$ cat src/rtl/ifns_pkg.sv
`default_nettype none
// ============================================================================
// Module      : ifns_pkg
// Description : Shared constants for the IFNS 16-bit decode path: codeword,
//               data and sum widths plus the per-bit weight table.
// Revision    : 1.0 - initial release
// ============================================================================
package ifns_pkg;

  localparam int CW = 23;  // codeword width
  localparam int DW = 16;  // decoded data width
  localparam int SW = 17;  // weighted-sum width (bit 16 flags out-of-range)

  // Weight of codeword bit i (index 0 = d1). The last entry deliberately
  // skips a Fibonacci term; it is not a continuation of the sequence.
  localparam logic [SW-1:0] IFNS_WEIGHTS [CW] = '{
    17'd1,    17'd1,    17'd2,    17'd3,    17'd5,    17'd8,
    17'd13,   17'd21,   17'd34,   17'd55,   17'd89,   17'd144,
    17'd233,  17'd377,  17'd610,  17'd987,  17'd1597, 17'd2584,
    17'd4181, 17'd6765, 17'd10946, 17'd17711, 17'd46368
  };

endpackage
`default_nettype wire

$ cat src/rtl/ifns_decode_scheduler_if.sv
`default_nettype none
// ============================================================================
// Module      : ifns_decode_scheduler_if
// Description : Lane-side request bus and downstream result bus of the IFNS
//               decode scheduler, bundled with master/slave views.
// Revision    : 1.0 - initial release
// ============================================================================
interface ifns_decode_scheduler_if #(
  parameter int LANES = 4,
  parameter int LW    = (LANES > 1) ? $clog2(LANES) : 1
);
  import ifns_pkg::*;

  logic [LANES-1:0]    in_valid;
  logic [LANES-1:0]    in_ready;
  logic [LANES*CW-1:0] in_code;
  logic                out_valid;
  logic                out_ready;
  logic [DW-1:0]       out_data;
  logic [LW-1:0]       out_lane;
  logic                out_ovf;
  logic [15:0]         ovf_count;

  // Environment side: drives requests and downstream ready.
  modport master (
    output in_valid, in_code, out_ready,
    input  in_ready, out_valid, out_data, out_lane, out_ovf, ovf_count
  );

  // Scheduler side.
  modport slave (
    input  in_valid, in_code, out_ready,
    output in_ready, out_valid, out_data, out_lane, out_ovf, ovf_count
  );

endinterface
`default_nettype wire

$ cat src/rtl/ifns_decode_scheduler_decoder.sv
`default_nettype none
// ============================================================================
// Module      : decoderIFNS_16di_sum17
// Description : Combinational IFNS core: weighted sum of the 23 codeword bits,
//               17 bits wide so out-of-range codewords are visible in bit 16.
// Revision    : 1.0 - initial release
// ============================================================================
module decoderIFNS_16di_sum17
  import ifns_pkg::*;
(
  input  logic [CW-1:0] code,
  output logic [SW-1:0] sum
);

  // Accumulate the weight of every set codeword bit.
  always_comb begin
    sum = '0;
    for (int i = 0; i < CW; i++) begin
      if (code[i]) begin
        sum = sum + IFNS_WEIGHTS[i];
      end
    end
  end

endmodule
`default_nettype wire

$ cat src/rtl/ifns_decode_scheduler.sv
`default_nettype none
// ============================================================================
// Module      : ifns_decode_scheduler
// Description : Round-robin arbiter sharing one IFNS decoder among LANES
//               receive lanes, with a two-stage registered decode pipeline
//               and a saturating overflow counter.
// Revision    : 1.0 - initial release
// ============================================================================
module ifns_decode_scheduler
  import ifns_pkg::*;
#(
  parameter int LANES = 4,
  parameter int LW    = (LANES > 1) ? $clog2(LANES) : 1
) (
  input  logic                    clk,
  input  logic                    rst,
  ifns_decode_scheduler_if.slave  bus
);

  logic [LW-1:0]    ptr;
  logic [LW-1:0]    cand;
  logic [LW-1:0]    grant_lane;
  logic             any_grant;
  logic             handshake;
  logic             s1_load;
  logic             s2_load;
  logic [LANES-1:0] ready;
  logic [CW-1:0]    lane_code [LANES];

  logic             s1_v;
  logic [CW-1:0]    s1_code;
  logic [LW-1:0]    s1_lane;
  logic [SW-1:0]    dec_sum;
  logic             s2_v;
  logic [SW-1:0]    s2_sum;
  logic [LW-1:0]    s2_lane;
  logic [15:0]      ovf_cnt;

  generate
    for (genvar i = 0; i < LANES; i++) begin : g_unpack
      assign lane_code[i] = bus.in_code[i*CW +: CW];
    end
  endgenerate

  // A stage can take new data when it is empty or is being drained.
  assign s2_load = !s2_v || bus.out_ready;
  assign s1_load = !s1_v || s2_load;

  // First requesting lane at or after the pointer, wrapping mod LANES.
  always_comb begin
    any_grant  = 1'b0;
    grant_lane = '0;
    cand       = '0;
    for (int k = 0; k < LANES; k++) begin
      cand = LW'((int'(ptr) + k) % LANES);
      if (!any_grant && bus.in_valid[cand]) begin
        any_grant  = 1'b1;
        grant_lane = cand;
      end
    end
  end

  // Gating with rst keeps in_ready low while reset holds the pipeline.
  assign handshake = any_grant && s1_load && !rst;

  // One-hot ready toward the granted lane only.
  always_comb begin
    ready = '0;
    if (handshake) begin
      ready[grant_lane] = 1'b1;
    end
  end

  // Pointer moves past the served lane; unchanged without a handshake.
  always_ff @(posedge clk or posedge rst) begin
    if (rst) begin
      ptr <= '0;
    end else if (handshake) begin
      ptr <= (grant_lane == LW'(LANES - 1)) ? '0 : grant_lane + LW'(1);
    end
  end

  // Stage 1 captures the accepted codeword and its lane.
  always_ff @(posedge clk or posedge rst) begin
    if (rst) begin
      s1_v    <= 1'b0;
      s1_code <= '0;
      s1_lane <= '0;
    end else if (s1_load) begin
      s1_v <= handshake;
      if (handshake) begin
        s1_code <= lane_code[grant_lane];
        s1_lane <= grant_lane;
      end
    end
  end

  decoderIFNS_16di_sum17 u_dec (
    .code (s1_code),
    .sum  (dec_sum)
  );

  // Stage 2 holds the decoded sum; it only changes when drained or empty.
  always_ff @(posedge clk or posedge rst) begin
    if (rst) begin
      s2_v    <= 1'b0;
      s2_sum  <= '0;
      s2_lane <= '0;
    end else if (s2_load) begin
      s2_v <= s1_v;
      if (s1_v) begin
        s2_sum  <= dec_sum;
        s2_lane <= s1_lane;
      end
    end
  end

  // Count delivered out-of-range results, saturating at all-ones.
  always_ff @(posedge clk or posedge rst) begin
    if (rst) begin
      ovf_cnt <= '0;
    end else if (s2_v && bus.out_ready && s2_sum[SW-1] && (ovf_cnt != 16'hFFFF)) begin
      ovf_cnt <= ovf_cnt + 16'd1;
    end
  end

  assign bus.in_ready  = ready;
  assign bus.out_valid = s2_v;
  assign bus.out_data  = s2_sum[DW-1:0];
  assign bus.out_ovf   = s2_sum[SW-1];
  assign bus.out_lane  = s2_lane;
  assign bus.ovf_count = ovf_cnt;

endmodule
`default_nettype wire

$ cat src/flat_wrapper.sv
// flat-port wrapper written by rule: the top's interface ports become plain ports
module ifns_decode_scheduler_flat import ifns_pkg::*;
#(
  parameter int LANES = 4,
  parameter int LW    = (LANES > 1) ? $clog2(LANES) : 1
)
  (clk, rst, bus_in_valid, bus_in_code, bus_out_ready, bus_in_ready, bus_out_valid, bus_out_data, bus_out_lane, bus_out_ovf, bus_ovf_count);
  ifns_decode_scheduler_if #(.LANES(LANES), .LW(LW)) bus_i ();
  input  logic clk;
  input  logic rst;
  input wire logic [$bits(bus_i.in_valid)-1:0] bus_in_valid;
  input wire logic [$bits(bus_i.in_code)-1:0] bus_in_code;
  input wire logic [$bits(bus_i.out_ready)-1:0] bus_out_ready;
  output wire logic [$bits(bus_i.in_ready)-1:0] bus_in_ready;
  output wire logic [$bits(bus_i.out_valid)-1:0] bus_out_valid;
  output wire logic [$bits(bus_i.out_data)-1:0] bus_out_data;
  output wire logic [$bits(bus_i.out_lane)-1:0] bus_out_lane;
  output wire logic [$bits(bus_i.out_ovf)-1:0] bus_out_ovf;
  output wire logic [$bits(bus_i.ovf_count)-1:0] bus_ovf_count;
  assign bus_i.in_valid = bus_in_valid;
  assign bus_i.in_code = bus_in_code;
  assign bus_i.out_ready = bus_out_ready;
  assign bus_in_ready = bus_i.in_ready;
  assign bus_out_valid = bus_i.out_valid;
  assign bus_out_data = bus_i.out_data;
  assign bus_out_lane = bus_i.out_lane;
  assign bus_out_ovf = bus_i.out_ovf;
  assign bus_ovf_count = bus_i.ovf_count;
  ifns_decode_scheduler #(.LANES(LANES), .LW(LW)) u_core (.clk(clk), .rst(rst), .bus(bus_i));
endmodule
$ cat config.mk
export PLATFORM = sky130hd
export DESIGN_NAME = ifns_decode_scheduler_flat
export DESIGN_NICKNAME = d
export VERILOG_FILES = /design/src/rtl/ifns_pkg.sv /design/src/rtl/ifns_decode_scheduler_if.sv /design/src/rtl/ifns_decode_scheduler_decoder.sv /design/src/rtl/ifns_decode_scheduler.sv /design/src/flat_wrapper.sv
export SDC_FILE = /design/constraint.sdc
export NUM_CORES = 1
export LEC_CHECK = 0
export BUFFER_PORTS_ARGS = -buffer_cell sky130_fd_sc_hd__buf_2
export CORE_MARGIN = 2
export CORE_UTILIZATION = 39
export DETAILED_ROUTE_END_ITERATION = 10
export PLACE_DENSITY_LB_ADDON = 0.2
export SETUP_SLACK_MARGIN = 0.4
export SLEW_MARGIN = 30
export SYNTH_ARGS = -nofsm -noshare
export SYNTH_HDL_FRONTEND = slang
export SYNTH_SLANG_ARGS = --single-unit
$ cat constraint.sdc
create_clock -name clk -period 22.4 [get_ports clk]
set_input_delay 0 -clock clk [delete_from_list [all_inputs] [get_ports clk]]
set_output_delay 0 -clock clk [all_outputs]
set_load 0.03 [all_outputs]
* After elaboration in Yosys (flattened, before gate mapping)
Cells that the tools add are included.
** Word-level totals
- Bits in registers :: 64
- Output and inout port bits :: 40
- Word-level logic and storage cells :: 110
** Operators by class
- $add $sub $neg :: 27
- Order comparisons :: 7
- Eq/ne operators :: 2
- Multiplexer cells :: 46
- Bitwise gates (word level) :: 1
- Reduce and logical (&&, ||, !) cells :: 19
** Operators with widths (number)
- two-way mux 17 bit :: 22
- binary-select mux 23 bit (select 2 bit) :: 1
- two-way mux 23 bit :: 2
- adder 17 x 10 -> 17 bit, second input constant :: 2
- adder 17 x 13 -> 17 bit, second input constant :: 2
- adder 17 x 2 -> 17 bit, second input constant :: 2
- adder 17 x 4 -> 17 bit, second input constant :: 2
- adder 17 x 6 -> 17 bit, second input constant :: 2
- adder 17 x 8 -> 17 bit, second input constant :: 2
- adder 17 x 11 -> 17 bit, second input constant :: 1
- adder 17 x 12 -> 17 bit, second input constant :: 1
- adder 17 x 14 -> 17 bit, second input constant :: 1
- adder 17 x 15 -> 17 bit, second input constant :: 1
- adder 17 x 16 -> 17 bit, second input constant :: 1
- adder 17 x 3 -> 17 bit, second input constant :: 1
- adder 17 x 5 -> 17 bit, second input constant :: 1
- adder 17 x 7 -> 17 bit, second input constant :: 1
- adder 17 x 9 -> 17 bit, second input constant :: 1
- adder 16 x 1 -> 16 bit, second input constant :: 1
- inequality test 16 bit, second input constant :: 1
- less-than comparator 2 x 3 -> 1 bit, second input constant :: 5
- two-way mux 1 bit :: 10
- two-way mux 2 bit :: 5
- logical AND 1 bit :: 9
- 13 further kinds :: 25

* Depth between registers and ports, before layout
- Word-level depth :: 45
- Mapped depth :: 53
- Mapped depth without buffers :: 52

* Hierarchy
Synthesis repeated with hierarchy kept, for this count alone.
** Second synthesis, totals
- Cell total of the unflattened synthesis :: 1124
- Area total of the unflattened synthesis :: 9346.5 µm²
** By module, submodules not included
- decoderIFNS_16di_sum17 :: times used 1, cells each 810, area each 5826.8 µm², sequential area each 0.0 µm²
- ifns_decode_scheduler :: times used 1, cells each 314, area each 3519.6 µm², sequential area each 1601.5 µm²

* Worst setup path before layout
No wires, ideal clock.
- Kind :: register to register
- Start point :: register u_core.s1_code[0]
- End point :: register u_core.s2_sum[15]
- Arrival time :: 10.552 ns
- Required time :: 22.274 ns
- Setup slack :: 11.722 ns
- Stages on the path, launching flop included :: 52
- Buffers on the path :: 1
- Period minus slack after synthesis :: 10.678 ns
- Cells stage by stage :: dfrtp_1 -> ha_1 -> buf_4 -> nand2b_1 -> xnor2_1 -> ha_1 -> nor2b_1 -> nor2_1 -> ha_1 -> a21o_1 -> ha_1 -> nand2_1 -> o21ai_0 -> a21oi_2 -> xnor2_1 -> inv_2 -> ha_1 -> a21oi_1 -> [16 not listed] -> ha_1 -> nor2_1 -> nand2b_1 -> mux2i_1 -> mux2i_1 -> a32oi_1 -> xor2_1 -> nor3b_1 -> nand2_1 -> nor3_1 -> xnor3_1 -> a21oi_1 -> xnor2_1 -> o2111ai_1 -> o211ai_1 -> nor3_1 -> a31oi_1 -> nand3_1
** Between the ends
- Word-level cells in the longest chain between the ends :: 45
** Ends and longest elaborated chain
- start, declared :: RTL line ifns_decode_scheduler.sv:31 : logic [CW-1:0] s1_code;
- start signal, assigned :: RTL line ifns_decode_scheduler.sv:92 : s1_code <= lane_code[grant_lane];
- two-way mux 1 bit * :: RTL line ifns_decode_scheduler_decoder.sv:19 : if (code[i]) begin
- adder 1 x 1 -> 2 bit :: RTL line ifns_decode_scheduler_decoder.sv:20 : sum = sum + IFNS_WEIGHTS[i];
- two-way mux 17 bit * :: RTL line ifns_decode_scheduler_decoder.sv:19
- adder 17 x 2 -> 17 bit :: RTL line ifns_decode_scheduler_decoder.sv:20
- two-way mux 17 bit * :: RTL line ifns_decode_scheduler_decoder.sv:19
- adder 17 x 2 -> 17 bit :: RTL line ifns_decode_scheduler_decoder.sv:20
- two-way mux 17 bit * :: RTL line ifns_decode_scheduler_decoder.sv:19
- adder 17 x 3 -> 17 bit :: RTL line ifns_decode_scheduler_decoder.sv:20
- [29 not listed]
- adder 17 x 13 -> 17 bit :: RTL line ifns_decode_scheduler_decoder.sv:20
- two-way mux 17 bit * :: RTL line ifns_decode_scheduler_decoder.sv:19
- adder 17 x 14 -> 17 bit :: RTL line ifns_decode_scheduler_decoder.sv:20
- two-way mux 17 bit * :: RTL line ifns_decode_scheduler_decoder.sv:19
- adder 17 x 15 -> 17 bit :: RTL line ifns_decode_scheduler_decoder.sv:20
- two-way mux 17 bit * :: RTL line ifns_decode_scheduler_decoder.sv:19
- adder 17 x 16 -> 17 bit :: RTL line ifns_decode_scheduler_decoder.sv:20
- two-way mux 17 bit * :: RTL line ifns_decode_scheduler_decoder.sv:19
- end signal, assigned :: RTL line ifns_decode_scheduler.sv:112 : s2_sum <= dec_sum;
- end, declared :: RTL line ifns_decode_scheduler.sv:35 : logic [SW-1:0] s2_sum;
Mark *: on every way between the ends. The rest lies on a longest branch, timed or not.
A chain may end at the register's enable or synchronous reset.

* Final worst setup path
Ends and elaborated chain as after synthesis.

==> flow_summary.toml <==
[status]
status = "finished, final reports clean"

[drt]
ant_nets = 0
first_pass_iters = 5
route.vias.total = 8832
drtIter0Drc = 488
wire_per_inst_um = 15.13
drc = 0
wl_um = 24790
routed_via_density = 5.389

[timing]
worst_hold_slack_ns = 0.04634
finalHoldViolCount = 0
finalWorstSetupSlack_ns = 10.22
slew_headroom_pct = 47.92
rsz0062_at_grt = "false"
fin_crit_ns = 12.18
drv_slew = 0
min_period_over_period_pct = 54.37
setup_violations = 0
tns_ns = 0
tightest_slew_ns = 0.7757
fmax_mhz = 82.11
fin_skew_ns = 0.007323

[clock_network]
clockBufferDepth = 2
cts_tree = "built"
worstSkewPairLatency_ns = 0.34
ctsResizeCount = 0
cts_root_buf = "clkbuf_16"
cts_made_buffers = 9
cts_htree_levels = 3
clk_pin_slew_ns = 0.06
clock-sinks = 64

[yosys]
yosys_warnings = 0
yosysSeqAreaShare_pct = 17.42
synth_cells = 1210
async_reset_ff_share_pct = 100.0
synth_edf_count = 0
synth.net_count = 1336
syn_avg_cell_area_um2 = 7.598
synthDistinctLibCells = 102
ys_seq_elements = 64
ys.flop_type = "dfrtp_1"
syn_area_mm2 = 0.009194

[setup_path]
cp_slowest_cell = "ha_1"
crit_family = "adder cells"
path_buf_inv = 3
path_class = "reg2reg"
cp-start-kind = "register"
r2r_start = "u_core.s1_code[0]"
cpMostUsedCell = "ha_1"
crit_path_max_incr_delay_ns = 0.48
cp.arrival_ns = 12.39
cp-end-kind = "register"
cp-startpoint = "u_core.s1_code[0]"
critPathRequiredTime_ns = 22.61
worstPathMaxFanout = 14

[layout]
fin_cells = 1639
mostFrequentLayoutCells = "nand2_1 (256), buf_2 (138), xnor2_1 (93)"
fin_nets = 1441
drive_above_1_share_pct = 17.73
areaGrowthSynthToFinish_pct = 14.29
final_common_cell = "nand2_1"
antenna_cells = 0
fillers = 2388

[global_route]
grt_overflow = 0
grt_max_degree = 49
grt.total_usage_pct = 20.45
grt_pass1_wl_um = 41700
first_global_vias = 8460
antenna_found_initial = 0

[die]
die_h_um = 157.5
floorplan.io_pins = 139
start_util_pct = 39.40
die-area_mm2 = 0.02482
rows = 56
chipWidth_um = 157.5
fp.coreArea_mm2 = 0.02333

[place]
io_buffers = 138
place_congestion = 0.8480
dp_hpwl_um = 19510
dp_slack_ns = 10.35
dp.cells = 1620

[min_path]
hold_class = "in2reg"
holdCritStartpoint = "bus_in_code[44]"

[job]
cap_violations = 0
routing by layer:
| metal | share of wire [%] | vias to the layer above | GRT usage [%] |
|---|---|---|---|
| met4 | 1.5 | 0 | 5.281 |
| met2 | 46 | 170 | 34.23 |
| met3 | 3.7 | 30 | 2.671 |
| met1 | 49 | 4113 | 27.80 |
| met5 | 0 | - | 0 |
| li1 | - | 4519 | - |
sequential cells by signal (all words and copies together) (netlist names):
register,cells
u_core.bus.out_lane,2
u_core.bus.ovf_count,16
u_core.s1_lane,2
u_core.s2_sum,17
u_core.s1_code,23
u_core.s1_v,1
u_core.bus.out_valid,1
u_core.ptr,2
stage by stage:
stage,utilization (%),area (um2)
after detailed placement,43.40,10130
after global placement,43.40,10130
after floorplan,-,9194
final,45.03,10510
after CTS,45.00,10500
after global routing,45.03,10510
final timing paths:
check	depth (start not counted)	endpoint	slack (ns)
min	5	u_core.s1_code[21]	0.05
min reg2reg	2	u_core.s2_sum[6]	0.47
max	51	u_core.s2_sum[15]	10.22
min in group asynchronous	3	u_core.bus.ovf_count[3]	0.23
max reg2reg	51	u_core.s2_sum[15]	10.22
max in group asynchronous	4	u_core.s2_sum[2]	21.23
logic make-up after synthesis:
family | count (synthesis) | share of synthesized area [%]
buf+inv | 93 | 3.906
simple gates | 528 | 27.15
xor+xnor | 170 | 21.84
mux | 24 | 2.844
compound gates | 304 | 23.16
fa+ha+maj | 27 | 3.674
flops | 64 | 17.42
what timing repair did:
action / CTS / global route
setup buffers: 0 / 0
hold endpoints to repair: 21 / 0
hold buffers: 2 / 0
cell usage after synthesis, types with 6 or more instances:
master | n | area share [%]
nor2b_1 | 12 | 0.82
or3_1 | 6 | 0.41
xor2_1 | 32 | 3.0
o21ai_0 | 86 | 4.7
and2_1 | 15 | 1.0
nand2_1 | 257 | 10
and3_1 | 18 | 1.2
o21a_1 | 7 | 0.57
a32oi_1 | 6 | 0.57
dfrtp_1 | 64 | 17
mux2i_1 | 16 | 1.7
a211o_1 | 7 | 0.67
a31oi_1 | 15 | 1.0
a21o_1 | 11 | 0.90
ha_1 | 27 | 3.7
xor2_2 | 8 | 1.4
xnor2_1 | 93 | 8.9
o211ai_1 | 13 | 1.1
nand2b_1 | 25 | 1.7
o21ai_1 | 10 | 0.54
o31ai_1 | 8 | 0.65
inv_1 | 33 | 1.3
xnor3_1 | 17 | 4.2
mux2_2 | 7 | 0.86
nand3_1 | 70 | 3.8
xnor2_2 | 11 | 1.9
a21oi_1 | 46 | 2.5
nor2_1 | 53 | 2.2
a211oi_1 | 9 | 0.73
nor3_1 | 22 | 1.2
clkbuf_1 | 42 | 1.7
nor4_1 | 11 | 0.75
area by class of cell:
type,count,area [um2],share of cell area (%)
Multi-Input combinational cell,1053,7242,68.92
Sequential cell,64,1602,15.24
Timing Repair Buffer,147,760.7,7.240
Tap cell,319,399.1,3.799
Clock buffer,10,239.0,2.274
Inverter,40,150.1,1.429
Clock inverter,6,115.1,1.095
worst reg2reg max path, delay by kind of cell (launching register included):
family / cells / cell delay, ns
xor+xnor: 7 / 1.91
compound gates: 13 / 2.88
mux: 3 / 0.63
simple gates: 15 / 2.61
fa+ha+maj: 10 / 3.25
buf+inv: 3 / 0.39
flops: 1 / 0.40
Power is not shown: default switching activity piles up to over one toggle a cycle in this logic, so the estimate is an artifact.
